### src/rtl/inst_fetch_unit.sv
// Instruction fetch unit: issues byte addresses to a synchronous-read
// instruction memory, presents the returned word with its address, holds
// the fetch during hazard stalls and inserts two bubbles on a redirect.
module inst_fetch_unit #(
   parameter logic [15:0] RESET_PC = 16'h0000,
   parameter logic [31:0] NOP_INST = 32'h00000013
) (
   input  logic        clk,
   input  logic        rst_n,
   input  logic        stall,
   input  logic        jump_valid,
   input  logic [15:0] jump_target,
   input  logic [31:0] mem_inst,
   output logic [15:0] pc_addr,
   output logic [31:0] inst_out,
   output logic        inst_valid,
   output logic [15:0] inst_pc,
   output logic        jump_stall_en,
   output logic        stall_en,
   output logic [15:0] bubble_count
);

   typedef enum logic [1:0] {BOOT, RUN, FLUSH} fetchState_t;

   fetchState_t state;
   fetchState_t stateNext;

   // pcReg is the next address to issue; respPc/respValid describe the
   // word currently arriving on mem_inst.
   logic [15:0] pcReg;
   logic [15:0] pcRegNext;
   logic [15:0] respPc;
   logic [15:0] respPcNext;
   logic        respValid;
   logic        respValidNext;
   logic [15:0] bubbleCount;

   // State register.
   always_ff @(posedge clk or negedge rst_n) begin
      if (!rst_n) begin
         state <= BOOT;
      end else begin
         state <= stateNext;
      end
   end

   // Next-state and next fetch values; a redirect beats a stall, and any
   // unstalled cycle issues pcReg and moves to RUN whatever the state.
   always_comb begin
      stateNext     = state;
      pcRegNext     = pcReg;
      respPcNext    = respPc;
      respValidNext = respValid;
      if (jump_valid) begin
         pcRegNext     = {jump_target[15:2], 2'b00};
         respValidNext = 1'b0;
         stateNext     = FLUSH;
      end else if (!stall) begin
         respPcNext    = pcReg;
         pcRegNext     = pcReg + 16'd4;
         respValidNext = 1'b1;
         stateNext     = RUN;
      end
   end

   // Fetch address / response tracking registers.
   always_ff @(posedge clk or negedge rst_n) begin
      if (!rst_n) begin
         pcReg     <= RESET_PC;
         respPc    <= RESET_PC;
         respValid <= 1'b0;
      end else begin
         pcReg     <= pcRegNext;
         respPc    <= respPcNext;
         respValid <= respValidNext;
      end
   end

   // Bubble counter, saturating so long runs never wrap back to zero.
   always_ff @(posedge clk or negedge rst_n) begin
      if (!rst_n) begin
         bubbleCount <= 16'h0000;
      end else if (jump_stall_en && (bubbleCount != 16'hFFFF)) begin
         bubbleCount <= bubbleCount + 16'd1;
      end
   end

   // Outputs; a stalled RUN re-issues respPc so mem_inst keeps its word.
   always_comb begin
      stall_en      = stall & ~jump_valid & (state == RUN);
      jump_stall_en = jump_valid | (state == FLUSH);
      inst_valid    = (state == RUN) & respValid & ~jump_valid;
      inst_out      = inst_valid ? mem_inst : NOP_INST;
      inst_pc       = respPc;
      pc_addr       = stall_en ? respPc : pcReg;
      bubble_count  = bubbleCount;
   end

endmodule

### config.mk
export PLATFORM = sky130hd
export DESIGN_NAME = inst_fetch_unit
export DESIGN_NICKNAME = d
export VERILOG_FILES = /design/src/rtl/inst_fetch_unit.sv
export SDC_FILE = /design/constraint.sdc
export NUM_CORES = 1
export LEC_CHECK = 0
export CORE_MARGIN = 1
export CORE_UTILIZATION = 37
export DETAILED_ROUTE_END_ITERATION = 12
export PLACE_DENSITY = 0.77
export SYNTH_ARGS = -nofsm -noshare
export SYNTH_HDL_FRONTEND = slang
export SYNTH_SLANG_ARGS = --single-unit
### constraint.sdc
create_clock -name clk -period 3.3 [get_ports clk]
set_clock_uncertainty 0.2 [all_clocks]
set_input_delay 0.99 -clock clk [delete_from_list [all_inputs] [get_ports clk]]
set_output_delay 0.99 -clock clk [all_outputs]
set_load 0.05 [all_outputs]
==> out/results.txt <==
Final ANT Viol Nets - 0
CP endpoint kind - output port
final worst-path cycle share - 98.7%
async set-reset flop share out of synthesis - 100%
core box area - 6790 um^2
area grow syn2layout - 78.1%
total number of vias - 2,291
Max Cap Viol - 0
total CTS buffers - 5
Worst path slowest cell - mux2_4
crit-path max FO - 6
H-tree level count - 2
# IOs - 135
post-layout instance area - 4640 um^2
routed wire length - 7.01 mm
Distinct cells, synth - 40
RSZ-0062 raised after global routing - true
Seq/Total Area, Yosys - 44.2%
P_leak - 2.00 nW
Total Nets Final - 438
CP cell instances - buf_8 > nor3_4 > and2_4 > buf_8 > mux2_4 > buf_12
Yosys warnings - 0
n_diodes - 0
placed instance count - 470
Fin Setup TNS - 0 ps
Root Buffer - clkbuf_8
Area after DPL - 4440 um^2
Most common cell on crit path - buf_8
worst min path class - flop to flop
post-route insts no fill - 481
Syn Std Cell Area - 2600 um^2
commonest register cell after synthesis - dfrtp_1
WL/cell - 14.6 um
GRT overflow - 0
Worst Hold Launch - bubble_count[7]$_DFFE_PN0P_
Slew headroom - 65.0%
synthesized netlist cell count - 249
routability cong. - 0.788
max-slew violations - 0
Initial DRT Pass Iterations - 4
EDFF count, synth - 0
Synth area leader - dfrtp_1
TritonCTS clock tree - built
commonest non-fill, non-tap cell in the layout - clkdlybuf4s50_1
Arr. time, crit path - 2070 ps
die height - 85.9 um
most frequent cells in the layout - 76 x clkdlybuf4s50_1, 46 x dfrtp_1, 42 x buf_12, 20 x mux2_2, 20 x and2_1
fin crit period - 3260 ps
largest cells by area after synthesis - dfrtp_1 44%, mux2_2 13%, and2_1 7.2%
final hold violations - 0
setup violators final - 0
Crit. Startpoint - jump_valid
placed wire-length estimate - 5.44 mm
PD cells - 490 nW/um^2
row count - 30
FILL cells - 506
Clk Latency, worst-skew pair - 300 ps
DRC - 0
Setup crit start kind - input pin
Worst path max stage delay - 330 ps
first-pass GRT wire length - 11.2 mm
GR Util All Layers - 19.4%
total die area - 7380 um^2
Starting Density - 38.3%
Starting DRT DRC Count - 59
worst path required time - 2110 ps
Yosys reg bits - 46
fraction of layout cells with a size suffix above 1 - 31.2%
Worst Tran Pin Value - 521 ps
vias in the first global route - 2,268
mean post-synth cell area - 10.5 um^2
Post-CTS Hold Fix Bufs - 0
die width - 85.9 um
f_max - 307 MHz
port buffer count - 128
Setup CP Type - input pin to output port
RR Startpoint - bubble_count[0]$_DFFE_PN0P_
clock sink count - 46
Longest Clk Path Bufs - 2
largest net degree at the start of global routing - 34
peak supply drop - 0.334 mV
initial antenna violation count - 0
top cell type's share of synthesized area - 44.2%
clock slew at reported path FFs - 80 ps
Final Core Density - 68.3%
vias per cell - 4.76
status - completed
repair_timing:
item	in CTS	in global routing
gates cloned	1	0
resized for setup	19	0
setup endpoints to repair	49	43
buffers inserted	2	0
pin swaps	2	2
cells by family (layout without fill, tap and decap cells):
family                     count (synthesis)  count (layout)  synth area share (%)
AOI/OAI and AO/OA                         21              21                  4.52
xor gates and xnor gates                  25              25                  8.41
adders and majority gates                  2               2                 0.961
buffers and inverters                     20             153                  4.04
DFF                                       46              46                  44.2
muxes                                     32              32                  13.9
other                                      1               4                 0.144
and+or+nand+nor                          102             102                  23.8
state kept, by name (all words and copies together), names as in the netlist:
name,cells
pcReg,14
bubble_count,16
state,2
inst_pc,14
synthesized netlist by cell type (2+ instances only):
master / instances
ha_1: 2
nor2_1: 6
dfrtp_1: 46
o211ai_1: 2
xnor2_1: 6
nand2b_1: 3
and3_1: 4
nand3_1: 7
inv_1: 4
and4_1: 3
clkbuf_1: 7
and2_1: 30
nor2b_1: 3
o21ai_0: 13
mux2_2: 30
nand4_1: 5
xor2_1: 19
a21oi_1: 3
nand2_1: 19
buf_2: 3
nor4_1: 2
buf_4: 5
nor3_1: 10
stage by stage:
stage | hold WS [ps] | power (mW) | setup slack [ps]
floorplan | 319 | 1.45 | -26.7
global placement | 278 | 1.84 | -423
detailed placement | 288 | 1.87 | -418
CTS | 300 | 2.29 | -25.9
global route | 314 | 2.37 | -24.2
finish | 301 | 2.27 | 41.4
cell type report:
cell class	count	area, um^2	share of cell area (%)
repair buffers	141	1830	39.5
inverters	4	15.0	0.324
multi-input cells	186	1410	30.4
flip-flops and latches	46	1150	24.8
clock buffers	8	110	2.37
well taps	96	120	2.59
path summary, 6_finish.rpt:
check | end | slack, ps | cells past startpoint
max | pc_addr[14] | 40 | 6
min | bubble_count[7]$_DFFE_PN0P_ | 300 | 1
max reg2reg | bubble_count[1]$_DFFE_PN0P_ | 1350 | 5
min reg2reg | bubble_count[7]$_DFFE_PN0P_ | 300 | 1
max in group asynchronous | bubble_count[5]$_DFFE_PN0P_ | 1760 | 2
min in group asynchronous | pcReg[7]$_DFFE_PN0N_ | 430 | 1
per-layer routing:
metal	global-route usage, %	vias up	share of wire [%]	wire, um
met3	3.75	5	3.5	243
met1	25.0	1118	44	3070
met5	0	-	0	0
met2	33.9	56	52	3660
li1	-	1112	-	-
met4	4.09	0	0.54	38
power breakdown:
part | total (mW) | internal (mW) | switching, mW | leakage (nW)
registers | 0.818 | 0.674 | 0.144 | 0.556
clock network | 0.402 | 0.212 | 0.190 | 0.0575
logic | 1.05 | 0.435 | 0.617 | 1.38
worst max-delay path: cells and delay by family:
kind          cells  cell delay [ps]
mux               1              330
simple gates      2              350
buf+inv           3              400
(Power assumes the default switching activity.)
